==> config.mk <==
export PLATFORM = sky130hd
export DESIGN_NAME = shift_add_multiplier
export DESIGN_NICKNAME = d
export VERILOG_FILES = /design/src/rtl/shift_add_multiplier.sv
export SDC_FILE = /design/constraint.sdc
export NUM_CORES = 1
export LEC_CHECK = 0
export ABC_AREA = 1
export CAP_MARGIN = 40
export CORE_MARGIN = 2
export CORE_UTILIZATION = 30
export DETAILED_ROUTE_END_ITERATION = 10
export HOLD_SLACK_MARGIN = 0.02
export PLACE_DENSITY = 0.61
export SETUP_SLACK_MARGIN = 0.05
export SLEW_MARGIN = 20
export SYNTH_ARGS = -nofsm -noshare
export SYNTH_HDL_FRONTEND = slang
export SYNTH_SLANG_ARGS = --single-unit
==> constraint.sdc <==
create_clock -name clk -period 4.3 [get_ports clk]
set_input_delay 0.86 -clock clk [delete_from_list [all_inputs] [get_ports clk]]
set_output_delay 0.86 -clock clk [all_outputs]
set_load 0.01 [all_outputs]
==> src/rtl/shift_add_multiplier.sv <==
// Sequential unsigned N x N -> 2N shift-and-add multiplier.
// One conditional add plus right shift per clock through an N-bit ripple
// adder; valid/ready handshakes on the operand and result sides.
// Optional build macro SHIFT_ADD_MULT_EARLY_TERM_EN: once the unconsumed
// multiplier bits are all zero, the remaining shifts are done in one cycle.

module ripple_adder #(
  parameter int N = 8
) (
  input  logic [N-1:0] a,
  input  logic [N-1:0] b,
  input  logic         c_in,
  output logic         c_out,
  output logic [N-1:0] sum
);

  logic [N:0] carry;

  assign carry[0] = c_in;

  // Full-adder chain, carry rippling from bit 0 upward.
  for (genvar i = 0; i < N; i++) begin : g_fa
    assign sum[i]       = a[i] ^ b[i] ^ carry[i];
    assign carry[i + 1] = (a[i] & b[i]) | (carry[i] & (a[i] ^ b[i]));
  end

  assign c_out = carry[N];

endmodule

module shift_add_multiplier #(
  parameter int N = 8
) (
  input  logic           clk,
  input  logic           rst_n,
  input  logic           in_valid,
  output logic           in_ready,
  input  logic [N-1:0]   a,
  input  logic [N-1:0]   b,
  output logic           out_valid,
  input  logic           out_ready,
  output logic [2*N-1:0] product
);

  localparam int CW = $clog2(N);
  localparam int PW = 2 * N;

  typedef enum logic [1:0] {
    IDLE,
    CALC,
    DONE
  } state_t;

  state_t         state;
  state_t         next_state;
  logic [N-1:0]   mcand;
  logic [N-1:0]   acc_hi;
  logic [N-1:0]   acc_lo;
  logic [CW-1:0]  cnt;

  logic [N-1:0]   add_b;
  logic [N-1:0]   add_sum;
  logic           add_c_out;
  logic [PW:0]    wide;
  logic [PW-1:0]  acc_next;
  logic           last_step;

  // The multiplicand is added only when the multiplier bit now at acc_lo[0] is set.
  assign add_b = acc_lo[0] ? mcand : '0;

  ripple_adder #(.N(N)) u_adder (
    .a     (acc_hi),
    .b     (add_b),
    .c_in  (1'b0),
    .c_out (add_c_out),
    .sum   (add_sum)
  );

  // Carry, partial sum and remaining multiplier bits form one (2N+1)-bit word.
  assign wide = {add_c_out, add_sum, acc_lo};

`ifdef SHIFT_ADD_MULT_EARLY_TERM_EN
  logic [N-1:0] rem_mask;
  logic         rem_zero;
  int           shamt;

  // Unconsumed multiplier bits sit in acc_lo[N-1-cnt:1]; when they are all zero,
  // the rest of the work is alignment, done as one wider shift.
  always_comb begin
    rem_mask = {N{1'b1}} >> (int'(cnt) + 1);
    rem_zero = ((acc_lo >> 1) & rem_mask) == '0;
    shamt    = rem_zero ? (N - int'(cnt)) : 1;
  end

  assign acc_next  = PW'(wide >> shamt);
  assign last_step = rem_zero;
`else
  assign acc_next  = PW'(wide >> 1);
  assign last_step = (cnt == CW'(N - 1));
`endif

  assign product = {acc_hi, acc_lo};

  // State register.
  always_ff @(posedge clk or negedge rst_n) begin
    if (!rst_n) begin
      state <= IDLE;
    end else begin
      // NOTE: non-blocking assignment keeps every flop updating from the
      // pre-edge values, regardless of block ordering.
      state <= next_state;
    end
  end

  // Next-state decode and operand-side ready.
  always_comb begin
    // NOTE: defaults first so no path leaves a signal unassigned (no latches).
    next_state = state;
    in_ready   = 1'b0;
    unique case (state)
      IDLE: begin
        in_ready = 1'b1;
        if (in_valid) next_state = CALC;
      end
      CALC: begin
        if (last_step) next_state = DONE;
      end
      DONE: begin
        if (out_valid && out_ready) next_state = IDLE;
      end
      default: next_state = IDLE;
    endcase
  end

  // Datapath: operand capture, add-and-shift steps and result handshake.
  always_ff @(posedge clk or negedge rst_n) begin
    if (!rst_n) begin
      mcand     <= '0;
      acc_hi    <= '0;
      acc_lo    <= '0;
      cnt       <= '0;
      out_valid <= 1'b0;
    end else begin
      unique case (state)
        IDLE: begin
          if (in_valid) begin
            mcand  <= a;
            acc_lo <= b;
            acc_hi <= '0;
            cnt    <= '0;
          end
        end
        CALC: begin
          {acc_hi, acc_lo} <= acc_next;
          cnt              <= cnt + 1'b1;
        end
        DONE: begin
          // First DONE cycle raises out_valid; the product is already stable.
          if (!out_valid) begin
            out_valid <= 1'b1;
          end else if (out_ready) begin
            out_valid <= 1'b0;
          end
        end
        default: out_valid <= 1'b0;
      endcase
    end
  end

endmodule

# ---- Yosys cells after proc, flatten, opt, wreduce, memory -nomap -nowiden
# Cells that the tools add are included.
dict set report classes {
  addsub 1
  eq_ne 6
  muxes 15
  bitwise 37
  reduce_logical 7
}
# op n
set op_table {}
lappend op_table {{$pmux 8 s2} 2}
lappend op_table {{$mux 8} 3}
lappend op_table {{$and 1x1->1} 15}
lappend op_table {{$xor 1x1->1} 15}
lappend op_table {{$or 1x1->1} 7}
lappend op_table {{$mux 2} 3}
lappend op_table {{$ne 2x2->1 const B} 3}
lappend op_table {{$pmux 2 s3} 1}
lappend op_table {{$pmux 3 s2} 1}
lappend op_table {{$reduce_and 2->1} 2}
lappend op_table {{$add 3x1->3 const B} 1}
lappend op_table {{$eq 3x3->1 const B} 1}
lappend op_table {{$mux 1} 3}
lappend op_table {{$mux 3} 1}
lappend op_table {{$reduce_and 3->1} 1}
lappend op_table {{$eq 2x1->1 const B} 1}
lappend op_table {{$eq 2x2->1 const B} 1}
lappend op_table {{$logic_not 2->1} 1}
lappend op_table {{$pmux 1 s2} 1}
lappend op_table {{$reduce_bool 2->1} 1}
lappend op_table {{$reduce_or 2->1} 1}
lappend op_table {{$logic_and 1x1->1} 1}
dict set report word_totals {
  register_bits 30
}

# ---- Longest topological paths before layout
dict set report depth {
  ltp_word 17
  depth_mapped 15
  depth_no_buf 14
}

# ---- Cells and area by module
# From an unflattened synthesis, not the netlist that was laid out.
dict set report unflattened {
  hier_cells 194
  hier_area_um2 1569.0
}
# mod n_inst cells_per_inst area_per_inst_um2 seq_area_each_um2
set by_module_without_submodules {}
lappend by_module_without_submodules {shift_add_multiplier 1 176 1371.3 750.7}
lappend by_module_without_submodules {ripple_adder 1 18 197.7 0.0}

# ---- Worst setup path before layout
# Ideal clock, no wire load.
dict set report synth_path {
  path_kind {reg2reg}
  startpoint {register acc_lo[0]}
  endpoint {register acc_hi[6]}
  arrival_ns 3.556
  required_ns 4.174
  slack_ns 0.618
  stages_incl_launch_ff 16
  period_less_slack_ns 3.682
  path_cell_list {dfrtp_1 -> clkbuf_1 -> nand2_1 -> inv_1 -> ha_1 -> inv_1 -> fa_1 -> fa_1 -> fa_1 -> fa_1 -> inv_1 -> fa_1 -> inv_1 -> fa_1 -> fa_1 -> o21ai_0}
}
dict set report synth_between {
  elab_chain_cells 16
  word_cells_on_any_way 29
  cone_classes {mux: 2; bitwise: 27}
}
# item line
set synth_lines {}
lappend synth_lines {{start, declared} 58} ;# logic [N-1:0] acc_lo;
lappend synth_lines {{start signal, assigned} 154} ;# {acc_hi, acc_lo} <= acc_next;
lappend synth_lines {{$mux 8 *} 69} ;# assign add_b = acc_lo[0] ? mcand : '0;
lappend synth_lines {{$and 1x1->1 / $xor 1x1->1 (equally long branches)} 24} ;# assign carry[i + 1] = (a[i] & b[i]) | (carry[i] & (a[i] ^ b[i]));
lappend synth_lines {{$and 1x1->1} 24}
lappend synth_lines {{$or 1x1->1} 24}
lappend synth_lines {{$and 1x1->1} 24}
lappend synth_lines {{$or 1x1->1} 24}
lappend synth_lines {{$and 1x1->1} 24}
lappend synth_lines {{$or 1x1->1} 24}
lappend synth_lines {{$and 1x1->1} 24}
lappend synth_lines {{$or 1x1->1} 24}
lappend synth_lines {{$and 1x1->1} 24}
lappend synth_lines {{$or 1x1->1} 24}
lappend synth_lines {{$and 1x1->1} 24}
lappend synth_lines {{$or 1x1->1} 24}
lappend synth_lines {{$xor 1x1->1 *} 23} ;# assign sum[i] = a[i] ^ b[i] ^ carry[i];
lappend synth_lines {{$pmux 8 s2 *} 144} ;# unique case (state)
lappend synth_lines {{end signal, assigned} 154}
lappend synth_lines {{end, declared} 57} ;# logic [N-1:0] acc_hi;
# Every way passes the cells marked *; elsewhere a longest branch is shown, timed or not.
# A chain may end at the register's enable or synchronous reset.

# ---- Worst setup path after layout
# Ends and elaborated chain as after synthesis.

==> metrics.txt <==
outcome=finished clean; I/O pin cnt=38; maxcap violations=0; vias=1222; Worst Setup Start Kind=register; syn_nets=208; CP required=4.45 ns; Synth-to-Final Area Change=33.22%; total power=1.299 mW; GPL Wtd Cong=0.7278; internal power=0.7838 mW; Die Ht=74.95 µm; Util after Layout=0.4204; Post-Syn Instances=178; Max H-tree Level=2; Max-slew headroom=0.5893; WS Path Type=register to register; post-synthesis register bit count=30; clock sink count=30; Via-to-Cell Ratio=4.318; first-pass GRT wire length=5506 µm; DRC Markers=0; top_reg_cell synth=dfrtp_1; TritonCTS clock tree=yes; Skew-Pair Late Insertion Delay=0.28 ns; Final Hold Viols=0; PD cells=645.6 mW/mm²; setup ws final=0.6134 ns; Max Clk Rate=271.3 MHz; max-slew violation count=0; Site Rows=25; first-iteration detailed-routing DRC count=91; post-CTS setup repair buffer count=0; Final Cycle Share=0.8574; pin slew with the least headroom to its limit=0.6161 ns; largest net degree at the start of global routing=31; initial core utilization=0.3156; Critical Path AT=3.84 ns; cts bufs inserted=5; PortBufs=37; CTS clock-pin slew for the worst setup and hold paths=0.06 ns; post-synthesis sequential area ratio=0.4971; post-cts resize count=0; Cell variety after synth=15; Overflow after GRT=0; non-filler cells in the finished layout=283; Synth Cell Area=0.001510 mm²; hold_buf cts=0; Max clock buf depth=2; RSZ-0062 raised after global routing=false; vias in the first global route=1192; DRT Pass-1 Iters=4; sw power=0.5151 mW; syn_area_per_cell=8.484 µm²; Gate power share=0.440; share of layout cells above drive strength 1=0.05556; Tmin final=3.687 ns; remaining antenna violation count=0; antenna violations before repair=0; clock power share=0.160; nets=246; Sw Ratio=0.3965; Area contributors post-synth=dfrtp_1 (50%), nand2_1 (21%), fa_1 (9.3%); Hold Crit Class=register to register; cell count after placement=276; Peak VDD IR=0.0002191 V; crit path max fanout=10; All-Layer GR Usage=0.1330; Diodes inserted=0; Die Wd=74.95 µm; dpl hpwl=2318 µm; CTS Root Cell=clkbuf_8; Worst setup EP type=register; post-synth top area share=0.4971; setup_tns=0 ns; core area=0.004786 mm²; YS warnings=0; Setup WS pre-CTS=0.5853 ns; leakage power=0.9571 nW; FFs w/ async S/R, synth=1.000; cell taking the most area after synthesis=dfrtp_1; Clock Skew=0.004982 ns; drt total wl=3292 µm; part of the power in registers=0.400; Fill cells=500; setup violators final=0; count of flip-flops with a built-in enable after synthesis=0; die area=0.005618 mm²; routed len/inst=11.63 µm
[path summary, 6_finish.rpt]
path	from	cells after the start	endpoint	slack, ns
setup / recovery	acc_lo[0]	14	acc_hi[6]	0.61
hold / removal	mcand[6]	2	mcand[6]	0.47
setup reg to reg	acc_lo[0]	14	acc_hi[6]	0.61
hold reg to reg	mcand[6]	2	mcand[6]	0.47
max in group asynchronous	rst_n	2	acc_lo[4]	3.03
min in group asynchronous	rst_n	2	acc_hi[0]	0.98
[cell families (layout without fill, tap and decap cells)]
kind of cell               Yosys count  after routing  share of synthesized area
DFF                                 30             30                     0.4971
buffers and inverters               21             59                    0.06130
adders and majority gates           10             10                     0.1176
and+or+nand+nor                    107            107                     0.2908
AOI/OAI and AO/OA                   10             10                    0.03313
[synthesized netlist by cell type, types with 2 or more instances]
| cell | count |
|---|---|
| buf_4 | 2 |
| ha_1 | 3 |
| inv_1 | 11 |
| dfrtp_1 | 30 |
| nand2_2 | 2 |
| inv_2 | 2 |
| nand3_1 | 20 |
| fa_1 | 7 |
| buf_2 | 5 |
| o21ai_0 | 9 |
| nand2_1 | 83 |
[worst max-delay path, stage by stage, from the launching register on]
cell and delay, ns:
dfrtp_1 0.52, nand2_1 0.10, inv_1 0.06, ha_1 0.13, inv_1 0.04, fa_1 0.37
fa_1 0.38, fa_1 0.39, fa_1 0.36, inv_1 0.07, fa_1 0.15, inv_1 0.04
fa_1 0.37, fa_1 0.48, o21ai_0 0.08
[flip-flops by register name, indices dropped and copies added (netlist names)]
signal and flops:
acc_lo 8, out_valid 1, state 2, mcand 8
acc_hi 8, cnt 3
[metal layers]
metal / GRT usage / up-vias / share of wire
li1: - / 624 / -
met1: 0.1716 / 561 / 0.47
met2: 0.2066 / 31 / 0.46
met3: 0.04685 / 6 / 0.060
met4: 0.04960 / 0 / 0.018
met5: 0 / - / 0
[final cells by class]
cell class	instances	area (µm²)	area share
Clock buffer	7	76.32	0.03794
Inverter	13	48.80	0.02425
Multi-Input combinational cell	127	666.9	0.3315
Sequential cell	30	750.7	0.3731
Tap cell	67	83.83	0.04167
Timing Repair Buffer	39	385.4	0.1915
[power groups by stage]
stage / Combinational (mW) / Sequential [mW] / Clock [mW]
global route: 0.664 / 0.539 / 0.229
floorplan: 0.354 / 0.507 / 0
detailed placement: 0.586 / 0.525 / 0
finish: 0.572 / 0.519 / 0.208
CTS: 0.588 / 0.521 / 0.215
global placement: 0.571 / 0.521 / 0
[cell usage in the layout, fill, tap and decap left out]
master           instances
buf_4                    2
clkbuf_1                 2
clkbuf_8                 5
clkdlybuf4s50_1         37
dfrtp_1                 30
fa_1                     7
ha_1                     3
inv_1                   11
inv_2                    2
nand2_1                 83
nand2_2                  2
nand3_1                 20
nor2_1                   1
nor2_4                   1
o21ai_0                  9
o21ai_1                  1
[stage by stage]
step | hold WS [ns] | cell area [µm²]
after floorplan | 0.4417 | 1510
after detailed placement | 0.4622 | 1936
after CTS | 0.4774 | 2012
final | 0.4711 | 2012
after global placement | 0.4571 | 1936
after global routing | 0.4866 | 2012
Power figures use the tool's default switching activity.
==> edit 1: new RTL, same flow settings <==
The 3 states of `state_t` get a one-hot encoding in 3 bits.
--- a/src/rtl/shift_add_multiplier.sv
+++ b/src/rtl/shift_add_multiplier.sv
@@ -47,6 +47,6 @@
 
-  typedef enum logic [1:0] {
-    IDLE,
-    CALC,
-    DONE
+  typedef enum logic [2:0] {
+    IDLE = 3'b001,
+    CALC = 3'b010,
+    DONE = 3'b100
   } state_t;
Formal check against the unedited RTL: same outputs for any inputs over 4 cycles, from zero or initial values and one cycle with rst_n low; so few cycles prove little.
==> edit 1 against the unedited design <==
  * Clock skew increased by 0.0031 ns
  * Sequential share of layout area shrank 0.65 points
  * Clock power increased by 35%
  * Power grew 0.46%
  * Combinational power decreased by 7.5%
  * Sequential cell count is 1 higher
  * Via count increased by 5.2%
  * Count of clock-buffer cells in the layout is the same
  * Worst setup slack improved by 0.040 ns
  * Synthesized area grew 6.3%
  * Core utilization down 0.80 points
  * Wire length grew 0.82%
  * Final area rose by 5.3%
  * Critical endpoint unchanged
  * Largest power group unchanged
==> edit 1: results (changes against the unedited design) <==
<table>
<tr><th>Metric</th><th>Value</th></tr>
<tr><th colspan="2">Outcome</th></tr>
<tr><td>Run status</td><td>completed</td></tr>
<tr><th colspan="2">Logic synthesis</th></tr>
<tr><td>Post-Synthesis Cells</td><td>187 (+5.1%)</td></tr>
<tr><td>Cell types with the highest counts after synthesis</td><td>83 x nand2_1, 30 x dfrtp_1, 21 x nand3_1, 13 x inv_1, 11 x o21ai_1</td></tr>
<tr><td>Main area contributors after synthesis</td><td>dfrtp_1 47%, nand2_1 19%, fa_1 8.7%</td></tr>
<tr><td>Netlist cell types</td><td>18 (+3)</td></tr>
<tr><th colspan="2">Finish</th></tr>
<tr><td>Number of standard cells in the final layout excluding fillers</td><td>295 (+4.2%)</td></tr>
<tr><td>Footprint of the multi-input gates</td><td>711 sq um (+6.6%)</td></tr>
<tr><td>Area share of buffers outside the clock network</td><td>17.8% (-1.3 points)</td></tr>
<tr><td>Number of non-clock buffers</td><td>38 (-2.6%)</td></tr>
<tr><td>Inverters excl. clock</td><td>16 (+3)</td></tr>
<tr><td>Number of nets in the layout</td><td>254 (+3.3%)</td></tr>
<tr><td>Clock network area share</td><td>5.02% (+1.2 points)</td></tr>
<tr><td>Filler Cell Count</td><td>540 (+8.0%)</td></tr>
<tr><th colspan="2">Drt</th></tr>
<tr><td>Count of vias placed by the detailed router</td><td>1285 (+5.2%)</td></tr>
<tr><td>Drt initial violations</td><td>63 (-31%)</td></tr>
<tr><td>Routed length on met3</td><td>154 um (-21%)</td></tr>
<tr><th colspan="2">Pwr</th></tr>
<tr><td>Sw power</td><td>0.000489 W (-5.1%)</td></tr>
<tr><td>Worst voltage drop across the vdd grid</td><td>195 uV (-11%)</td></tr>
<tr><td>Power share of the clock group</td><td>21.5% (+5.5 points)</td></tr>
<tr><td>Static Leak</td><td>1.01 nW (+5.8%)</td></tr>
<tr><th colspan="2">Placed design</th></tr>
<tr><td>Placed cell count</td><td>287 (+4.0%)</td></tr>
<tr><th colspan="2">Worst hold path</th></tr>
<tr><td>Endpoint, Worst Hold</td><td>mcand[7]$_DFFE_PN0P_</td></tr>
<tr><th colspan="2">Global routing</th></tr>
<tr><td>Total global routing track utilization</td><td>12.2% (-1.1 points)</td></tr>
<tr><td>Wire length of the first global-routing pass</td><td>5.72 mm (+3.9%)</td></tr>
<tr><th colspan="2">Timing</th></tr>
<tr><td>Minimum hold slack</td><td>0.484 ns (+0.0126 ns)</td></tr>
</table>
[edit 1: logic make-up (layout without fill, tap and decap cells)]
family	Yosys count	after routing	share of synthesized area (%)
flip-flops	31	31	48.4
AND/OR/NAND/NOR	111	111	29.8
buffers and inverters	24	62	7.33
AO/OA/AOI/OAI	11	11	3.43
adder cells (fa/ha/maj)	10	10	11.1
[edit 1: through the flow]
| step | setup slack (ns) | util [%] | area, sq um |
|---|---|---|---|
| 4_1_cts | 0.603 | 41.2 | 2120 |
| 5_1_grt | 0.425 | 41.2 | 2120 |
| 3_5_place_dp | 0.602 | 39.2 | 2010 |
| 2_1_floorplan | 0.629 | - | 1610 |
| 3_3_place_gp | 0.695 | 39.2 | 2010 |
| 6_report | 0.653 | 41.2 | 2120 |
[edit 1: layer usage]
layer	global-route usage, %	vias to the layer above
met2	20.1	24
met3	3.53	5
li1	-	652
met4	5.89	0
met1	14.5	604
met5	0	-
==> edit 2: new RTL, same settings <==
Made on the original files. `N` is set to 8 in 2 places; all go to 16.
--- a/src/rtl/shift_add_multiplier.sv
+++ b/src/rtl/shift_add_multiplier.sv
@@ -7,3 +7,3 @@
 module ripple_adder #(
-  parameter int N = 8
+  parameter int N = 16
 ) (
@@ -31,3 +31,3 @@
 module shift_add_multiplier #(
-  parameter int N = 8
+  parameter int N = 16
 ) (
Ports: changed (resized a, b and product); port bits go from 38 to 70. The function was not compared with the original's and may differ.
==> edit 2 against the unedited design <==
  * Critical path depth up 10
  * Sequential cell count up 25
  * Wire length up 100%
  * Clock skew up 0.0030 ns
  * Die area up 86%
  * Power up 100%
  * Synthesized area up 91%
  * Worst setup slack worse by 1.7 ns
  * Final area up 92%
  * Largest cell class unchanged
  * Sequential share of layout area down 1.6 points
  * Worst hold slack worse by 0.024 ns
  * The run now ends with setup timing left
==> edit 2: results (changes against the unedited design) <==
<table>
<tr><th>Metric</th><th>Value</th></tr>
<tr><th colspan="2">Pwr</th></tr>
<tr><td>Share of power burned in combinational logic</td><td>52.4% (+8.4 points)</td></tr>
<tr><td>Switching share of total power</td><td>41.0% (+1.4 points)</td></tr>
<tr><td>Worst voltage drop across the vdd grid</td><td>194 uV (-11%)</td></tr>
<tr><td>Static Leak</td><td>1.89 nW (+97%)</td></tr>
<tr><th colspan="2">Finish</th></tr>
<tr><td>Largest registers</td><td>acc_hi (16), acc_lo (16), mcand (16)</td></tr>
<tr><td>Area share of buffers outside the clock network</td><td>20.9% (+1.7 points)</td></tr>
<tr><td>Number of non-clock buffers</td><td>85 (+120%)</td></tr>
<tr><td>Cell area after layout</td><td>3860 sq um (+92%)</td></tr>
<tr><td>Seq cells</td><td>55 (+83%)</td></tr>
<tr><th colspan="2">Timing</th></tr>
<tr><td>Slew at the pin closest to its max-slew limit</td><td>0.491 ns (-0.125 ns)</td></tr>
<tr><td>Setup ws final</td><td>-1.08 ns (-1.70 ns)</td></tr>
<tr><td>Sum of negative setup slack</td><td>-3.87 ns (-3.87 ns)</td></tr>
<tr><td>Final setup vio count</td><td>5 (+5)</td></tr>
<tr><th colspan="2">Setup path</th></tr>
<tr><td>Arrival @ worst endpoint</td><td>5.59 ns (+1.75 ns)</td></tr>
<tr><td>Depth of the most critical reg-to-reg path</td><td>24 (+10)</td></tr>
<tr><td>Endpoint of the lowest-slack register-to-register path</td><td>acc_hi[14]$_DFFE_PN0P_</td></tr>
<tr><td>Highest fanout seen on the critical path</td><td>3 (-7)</td></tr>
<tr><th colspan="2">Logic synthesis</th></tr>
<tr><td>Share of synthesized area occupied by flip-flops and latches</td><td>47.7% (-2.0 points)</td></tr>
<tr><td>Cell types with the highest counts after synthesis</td><td>176 x nand2_1, 55 x dfrtp_1, 25 x inv_1, 18 x nand3_1, 15 x fa_1</td></tr>
<tr><th colspan="2">Drt</th></tr>
<tr><td>Detailed-route wire length per cell</td><td>12.3 um (+6.1%)</td></tr>
<tr><td>Count of vias placed by the detailed router</td><td>2297 (+88%)</td></tr>
<tr><td>Drt initial violations</td><td>69 (-24%)</td></tr>
<tr><th colspan="2">Worst hold path</th></tr>
<tr><td>Worst hold-check path type</td><td>in -&gt; async</td></tr>
<tr><th colspan="2">Outcome</th></tr>
<tr><td>Run status</td><td>complete, but fails checks</td></tr>
<tr><td>Failing checks</td><td>setup timing</td></tr>
<tr><th colspan="2">Placed design</th></tr>
<tr><td>Detailed placement HPWL</td><td>4.88 mm (+110%)</td></tr>
<tr><th colspan="2">Global routing</th></tr>
<tr><td>Wire length of the first global-routing pass</td><td>11.1 mm (+100%)</td></tr>
</table>
-- edit 2: cell types whose count changed in the layout (fill, tap and decap cells not counted), sizes merged, moves of 2 or more --
cell	delta
clkdlybuf4s50	+31
inv	+16
nand3	-2
o22ai	+7
nand2	+93
fa	+8
clkbuf	-2
nand4	+2
dfrtp	+25
buf	+15
-- edit 2: timing repair --
item,in CTS,in global routing
endpoints found under the hold margin,0,0
endpoints found under the setup margin,6,6
buffers inserted,0,1
-- edit 2: through the flow --
stage                     setup slack (ns)  instances  hold WS, ns  util [%]  power, W
final                                -1.08        539        0.447      41.6   0.00262
after global routing                 -1.29        539        0.468      41.6   0.00286
after CTS                            -1.11        538        0.459      41.5   0.00265
after detailed placement             -1.11        530        0.463      40.5   0.00234
after global placement              -0.981        530        0.459      40.5   0.00230
after floorplan                      -1.08        332        0.442         -   0.00179
-- edit 2: routing by layer --
layer  global-route usage, %  wire length, um
met1                    18.7             3230
met5                       0                0
met3                    2.19              248
met2                    22.4             3100
met4                    3.38               76
